==> config.mk <==
export PLATFORM = sky130hd
export DESIGN_NAME = send_capture_of_verifla
export DESIGN_NICKNAME = d
export VERILOG_FILES = /design/src/rtl/send_capture_of_verifla.sv
export SDC_FILE = /design/constraint.sdc
export NUM_CORES = 1
export LEC_CHECK = 0
export BUFFER_PORTS_ARGS = -buffer_cell sky130_fd_sc_hd__buf_2
export CAP_MARGIN = 30
export CORE_ASPECT_RATIO = 0.9
export CORE_MARGIN = 1
export CORE_UTILIZATION = 54
export CTS_BUF_LIST = sky130_fd_sc_hd__clkbuf_16
export DETAILED_ROUTE_END_ITERATION = 7
export GPL_TIMING_DRIVEN = 0
export PLACE_DENSITY = 0.87
export SLEW_MARGIN = 0
export SYNTH_ARGS = -nofsm -noshare
export SYNTH_HDL_FRONTEND = slang
export SYNTH_SLANG_ARGS = --single-unit
==> constraint.sdc <==
create_clock -name clk -period 1.84 [get_ports clk]
set_input_delay 0.46 -clock clk [delete_from_list [all_inputs] [get_ports clk]]
set_output_delay 0.46 -clock clk [all_outputs]
set_load 0.005 [all_outputs]
==> src/rtl/send_capture_of_verifla.sv <==
// send_capture_of_verifla
//   Readout stage of the logic analyser. When the monitor requests a dump
//   (sc_run), every capture-memory word from MEM_FIRST_ADDR to MEM_LAST_ADDR
//   is read through RAM port B. Each word is sent as a byte stream, most
//   significant byte first, on a valid/ready interface. When the whole dump
//   has gone out, sc_done is raised and held for the monitor.
//
// Ports
//   clk                 clock
//   rst_l               asynchronous active-low reset
//   sc_run              dump request from the monitor (level, held until ack)
//   ack_sc_run          acknowledge of sc_run
//   sc_done             dump complete (level, cleared by the next request)
//   mem_port_B_address  registered RAM read address
//   mem_port_B_dout     RAM read data (synchronous read, 1-cycle latency)
//   tx_data             byte to transmit
//   tx_valid            tx_data valid
//   tx_ready            sink accepts; transfer when tx_valid && tx_ready
//
// state  | meaning
// IDLE   | waiting for sc_run; sc_done keeps its last value
// ACK    | ack_sc_run high until the monitor drops sc_run
// ADDR   | read address stable, RAM samples it on this edge
// RDWAIT | RAM data valid, captured into the shift register
// LOAD   | first (most significant) byte of the word put on tx_data
// SEND   | byte on the stream; shift per accept, then next word or finish
// DONE   | sc_done raised, back to IDLE next cycle

module send_capture_of_verifla #(
  parameter int MEM_ADDRESS_BITS = 8,
  parameter int MEM_WORDLEN_BITS = 24,
  parameter int MEM_FIRST_ADDR   = 0,
  parameter int MEM_LAST_ADDR    = 255
) (
  input  logic                        clk,
  input  logic                        rst_l,
  input  logic                        sc_run,
  output logic                        ack_sc_run,
  output logic                        sc_done,
  output logic [MEM_ADDRESS_BITS-1:0] mem_port_B_address,
  input  logic [MEM_WORDLEN_BITS-1:0] mem_port_B_dout,
  output logic [7:0]                  tx_data,
  output logic                        tx_valid,
  input  logic                        tx_ready
);

  localparam int WORD_BYTES    = (MEM_WORDLEN_BITS + 7) / 8;
  localparam int BYTE_CNT_BITS = (WORD_BYTES > 1) ? $clog2(WORD_BYTES) : 1;
  localparam int SR_BITS       = WORD_BYTES * 8;

  localparam logic [MEM_ADDRESS_BITS-1:0] FIRST_ADDR = MEM_ADDRESS_BITS'(MEM_FIRST_ADDR);
  localparam logic [MEM_ADDRESS_BITS-1:0] LAST_ADDR  = MEM_ADDRESS_BITS'(MEM_LAST_ADDR);
  localparam logic [BYTE_CNT_BITS-1:0]    CNT_LAST   = BYTE_CNT_BITS'(WORD_BYTES - 1);

  typedef enum logic [2:0] {
    S_IDLE,
    S_ACK,
    S_ADDR,
    S_RDWAIT,
    S_LOAD,
    S_SEND,
    S_DONE
  } state_t;

  state_t                      state, state_nxt;
  logic                        ack_nxt;
  logic                        done_nxt;
  logic                        valid_nxt;
  logic [7:0]                  data_nxt;
  logic [MEM_ADDRESS_BITS-1:0] addr_nxt;
  logic [SR_BITS-1:0]          shift_reg, shift_nxt, shift_adv;
  logic [BYTE_CNT_BITS-1:0]    byte_cnt, cnt_nxt;
  logic                        accept;

  assign accept    = tx_valid && tx_ready;
  // Going through a shifted copy keeps the next-byte slice legal even when a
  // word is a single byte.
  assign shift_adv = shift_reg << 8;

  always_ff @(posedge clk or negedge rst_l) begin
    if (!rst_l) begin
      state              <= S_IDLE;
      ack_sc_run         <= 1'b0;
      sc_done            <= 1'b0;
      tx_valid           <= 1'b0;
      tx_data            <= 8'h00;
      mem_port_B_address <= FIRST_ADDR;
      shift_reg          <= '0;
      byte_cnt           <= '0;
    end else begin
      state              <= state_nxt;
      ack_sc_run         <= ack_nxt;
      sc_done            <= done_nxt;
      tx_valid           <= valid_nxt;
      tx_data            <= data_nxt;
      mem_port_B_address <= addr_nxt;
      shift_reg          <= shift_nxt;
      byte_cnt           <= cnt_nxt;
    end
  end

  always_comb begin
    state_nxt = state;
    ack_nxt   = ack_sc_run;
    done_nxt  = sc_done;
    valid_nxt = tx_valid;
    data_nxt  = tx_data;
    addr_nxt  = mem_port_B_address;
    shift_nxt = shift_reg;
    cnt_nxt   = byte_cnt;

    case (state)
      S_IDLE: begin
        if (sc_run) begin
          // Clearing done together with the ack means the monitor can never
          // see a stale done once it has seen the acknowledge.
          state_nxt = S_ACK;
          ack_nxt   = 1'b1;
          done_nxt  = 1'b0;
          addr_nxt  = FIRST_ADDR;
        end
      end

      S_ACK: begin
        if (!sc_run) begin
          ack_nxt   = 1'b0;
          state_nxt = S_ADDR;
        end
      end

      S_ADDR: begin
        state_nxt = S_RDWAIT;
      end

      S_RDWAIT: begin
        shift_nxt                         = '0;
        shift_nxt[MEM_WORDLEN_BITS-1:0]   = mem_port_B_dout;
        cnt_nxt                           = CNT_LAST;
        state_nxt                         = S_LOAD;
      end

      S_LOAD: begin
        data_nxt  = shift_reg[SR_BITS-1 -: 8];
        valid_nxt = 1'b1;
        state_nxt = S_SEND;
      end

      S_SEND: begin
        if (accept) begin
          if (byte_cnt != '0) begin
            shift_nxt = shift_adv;
            data_nxt  = shift_adv[SR_BITS-1 -: 8];
            cnt_nxt   = byte_cnt - BYTE_CNT_BITS'(1);
          end else if (mem_port_B_address == LAST_ADDR) begin
            // Terminal compare: the address is never advanced past the
            // last word, so an all-ones last address does not wrap.
            valid_nxt = 1'b0;
            done_nxt  = 1'b1;
            state_nxt = S_DONE;
          end else begin
            valid_nxt = 1'b0;
            addr_nxt  = mem_port_B_address + MEM_ADDRESS_BITS'(1);
            state_nxt = S_ADDR;
          end
        end
      end

      S_DONE: begin
        state_nxt = S_IDLE;
      end

      default: begin
        state_nxt = S_IDLE;
      end
    endcase
  end

endmodule
# == After elaboration in Yosys (flattened, before gate mapping) ==
# Cells that the tools add are included.
# totals
input_bits,28
ff_bits,48
output_inout_bits,19
wordCells,68
# classes
add_sub_neg,2
n_eq_ne,13
n_reduce_logical,14
mux,31
# ops
op,n
24-bit 2-to-1 mux,2
8-bit 2-to-1 mux,6
24-bit one-hot mux with 2 select lines,1
8-bit one-hot mux with 2 select lines,2
3-bit one-hot mux with 6 select lines,1
3-bit 2-to-1 mux,5
"2-bit != test, second input constant",7
3-bit AND reduction,4
5-bit AND reduction,2
2-bit nonzero test,5
"8-bit by 1-bit adder with 8-bit output, second input constant",1
"8-bit equality test, second input constant",1
1-bit 2-to-1 mux,8
"3-bit by 2-bit equality test with 1-bit output, second input constant",2
"3-bit equality test, second input constant",2
1-bit one-hot mux with 2 select lines,3
2-bit 2-to-1 mux,2
2-bit one-hot mux with 2 select lines,1
4-bit AND reduction,1
"3-bit by 1-bit equality test with 1-bit output, second input constant",1
3-bit zero test,1
"2-bit by 1-bit subtractor with 2-bit output, second input constant",1
1-bit logical AND,1

# == Longest topological paths before layout ==
# depth
ltp_word,5
ltp_mapped,7
depth_no_buf,6

# == Least setup slack after synthesis ==
# OpenSTA, ideal clock, no wires.
# synth_path
kind,register to register
from,register byte_cnt[0]
to,register shift_reg[0]
required_ns,1.719
slack_ns,0.294
stages_incl_launch_ff,7
setup_time_ns,0.121
synth_period_minus_slack_ns,1.546
path_buffers,0
arrival_time_ns,1.425
cell_sequence,dfrtp_1 > inv_1 > ha_1 > nand3b_1 > o21ai_4 > nand2_2 > a22o_1
# synth_between
elab_chain_len,3
# synth_rtl
item,line,text
from (decl),72,"logic [BYTE_CNT_BITS-1:0] byte_cnt, cnt_nxt;"
from (signal assigned),98,byte_cnt <= cnt_nxt;
2-bit nonzero test,150,if (byte_cnt != '0) begin
2-bit != test (no source line),-,
3-bit AND reduction (no source line),-,
to (signal assigned),97,shift_reg <= shift_nxt;
to (decl),71,"logic [SR_BITS-1:0] shift_reg, shift_nxt, shift_adv;"
# Every way passes these cells.
# A chain may end at the register's enable or synchronous reset.

# == Worst setup path after layout ==
# layout_path
from,register byte_cnt[0]
to,register shift_reg[7]
# The elaborated chain is that of the path after synthesis.

==> reports/metrics.cfg <==
[hold_path]
hold_path.class = in -> async

[layout]
fin_util_pct = 71.25
nets = 333
drive_gt1_share_pct = 26.97
syn_to_final_growth_pct = 24.64
largest_reg_flops = 24
insertedDiodeCount = 0

[synth]
synthFlopType = dfrtp_1
netlist_top_cells_count = 48 x dfrtp_1, 45 x a21oi_1, 30 x nand2_1, 15 x nor2_1, 11 x a31oi_1
synth_top_cell_by_area = dfrtp_1
syn_avg_cell_area_um2 = 9.818
synth_edf_count = 0
synth_cells = 242
yosysMostFrequentCell = dfrtp_1
yosys-top-cells-area = dfrtp_1 51%, a21oi_1 9.5%, nand2_1 4.7%, a22o_1 3.3%, a41oi_1 3.3%
ys_ff_latch = 48
ys_seq_area_share_pct = 50.55
synth_cell_type_count = 39
synth_warnings = 0
syn_area_um2 = 2376
synth_top_area_share_pct = 50.55
syn-num-nets = 272
synth-async-reset-ratio_pct = 100.0

[setup_path]
arrival_ns = 1.91
critPathMaxFanout = 9
regToRegSetupSlack_ns = 0.1
cp.required_ns = 2.01
critPathLaunchType = flop
end_kind = flop
critPathKind = reg -> reg

[clock_tree]
cts.clk_slew.worst_paths_ns = 0.06
h-tree-depth = 2
numCtsBuffers = 5
max-clock-path-buffers = 2
cts_tree = built
clkSinkCount = 48
clock_latency_ns = 0.29
clockRootBuffer = clkbuf_16

[sta]
setup_slack_ns = 0.09959
fin_crit_sh_pct = 94.59
max_freq_mhz = 574.6
finClkSkew_ns = 0.005279
relSlewSlack_pct = 58.95
hold_viol = 0
period_minus_slack_ns = 1.740
fin_tns_setup_ns = 0
tightest_slew_ns = 0.6135
setup_viol = 0
slew_violations = 0
rsz0062_at_grt = false

[flow_run]
maxCapViolCount = 0

[floorplanning]
num_rows = 22
fp.dieH_um = 64.93
start_util_pct = 57.16
pin_count = 47
placeableCoreArea_um2 = 4156
die_w_um = 71.92
fp.dieArea_um2 = 4670

[placement]
dp_slack_ns = 0.09278
hpwl_um = 3782
place.gp.congestion = 0.8094
io_buffers = 46

[drt]
ant_nets = 0
wl_per_cell_um = 15.32
vias_per_cell = 6.025
first_iter_violations = 241
drt-pass1-iter-count = 5
wl_um = 5577
num_vias = 2193
drc = 0

[global_routing]
grt_pass1_vias = 1790
grt_max_degree = 40
grt_antenna_before_repair = 0
grt_pass1_wl_um = 8783
grt.overflow.total = 0
grtUsageTotal_pct = 25.03

[pwr]
ir_worst_vdd_mv = 1.458
p_leak_nw = 1.387
powerDensity_nw_per_um2 = 1706

[run_status]
status = finished, final reports clean

## layout by cell type (no fill, tap or decap), types with 4 or more instances in the layout
cell type,synthesis,final
buf_2,4,49
dfrtp_1,48,48
a21oi_1,45,45
nand2_1,30,30
nor2_1,15,15
a31oi_1,11,11
a41oi_1,9,9
o21ai_0,9,9
a22o_1,9,9
and2_1,8,8
buf_4,2,7
buf_6,5,7
clkbuf_1,6,6
clkbuf_16,0,5
nand3_1,4,4
and3_1,4,4
## kinds of logic (layout without fill, tap and decap cells)
family	count (synthesis)	in the layout	share of synthesized area, %
compound gates	94	94	25.17
simple gates	76	76	16.90
mux	2	2	0.8426
buf+inv	19	81	5.108
flops	48	48	50.55
fa+ha+maj	2	2	1.053
xor+xnor	1	1	0.3687
## per-stage QoR
step | hold slack (ns) | instances | instance area (um2) | total power [mW]
finish | 0.03124 | 364 | 2962 | 5.054
global route | 0.03725 | 364 | 2962 | 5.372
CTS | 0.03181 | 357 | 2865 | 4.805
detailed placement | 0.3396 | 349 | 2701 | 3.765
global placement | 0.4877 | 348 | 2681 | 3.681
floorplan | 0.1644 | 242 | 2376 | 3.198
## where the power goes
part           internal [mW]  leakage, nW  total [mW]  switching, mW
registers               1.47        0.570        1.71          0.233
logic                   1.03        0.732        2.34           1.31
clock network          0.633       0.0850        1.01          0.372
## final cells by class
| class | instances | area (um2) |
|---|---|---|
| Buffer | 17 | 116.4 |
| Clock buffer | 5 | 125.1 |
| Clock inverter | 3 | 38.79 |
| Fill cell | 289 | 1195 |
| Inverter | 2 | 7.507 |
| Multi-Input combinational cell | 175 | 1075 |
| Sequential cell | 48 | 1201 |
| Tap cell | 60 | 75.07 |
| Timing Repair Buffer | 54 | 322.8 |
## worst paths after layout
check | to | depth (start not counted) | from
setup / recovery | shift_reg[7] | 7 | byte_cnt[0]
min in group clk | shift_reg[1] | 2 | mem_port_B_dout[1]
hold / removal | byte_cnt[0] | 1 | rst_l
max in group asynchronous | shift_reg[12] | 2 | rst_l
setup reg to reg | shift_reg[7] | 7 | byte_cnt[0]
hold reg to reg | sc_done | 1 | sc_done
## critical path, cell delays in order, from the launching register on
cell and delay [ns]:
dfrtp_1 0.32, inv_1 0.07, ha_2 0.20, nand3b_1 0.28, o21ai_4 0.24, buf_12 0.15
nand2_4 0.10, a22o_1 0.26
## routing by layer
metal | GRT usage (%) | routed length, um | vias up
met2 | 35.38 | 2617 | 129
met1 | 37.40 | 2402 | 1048
met5 | 0 | 0 | -
met3 | 6.843 | 526 | 4
met4 | 7.598 | 31 | 0
li1 | - | - | 1012
## what timing repair did
| action | 4_1_cts | 5_1_grt |
|---|---|---|
| hold buffers | 0 | 0 |
| setup endpoints to repair | 0 | 13 |
| buffers inserted | 0 | 6 |
| gates resized for setup | 0 | 9 |
(Power assumes the default switching activity.)
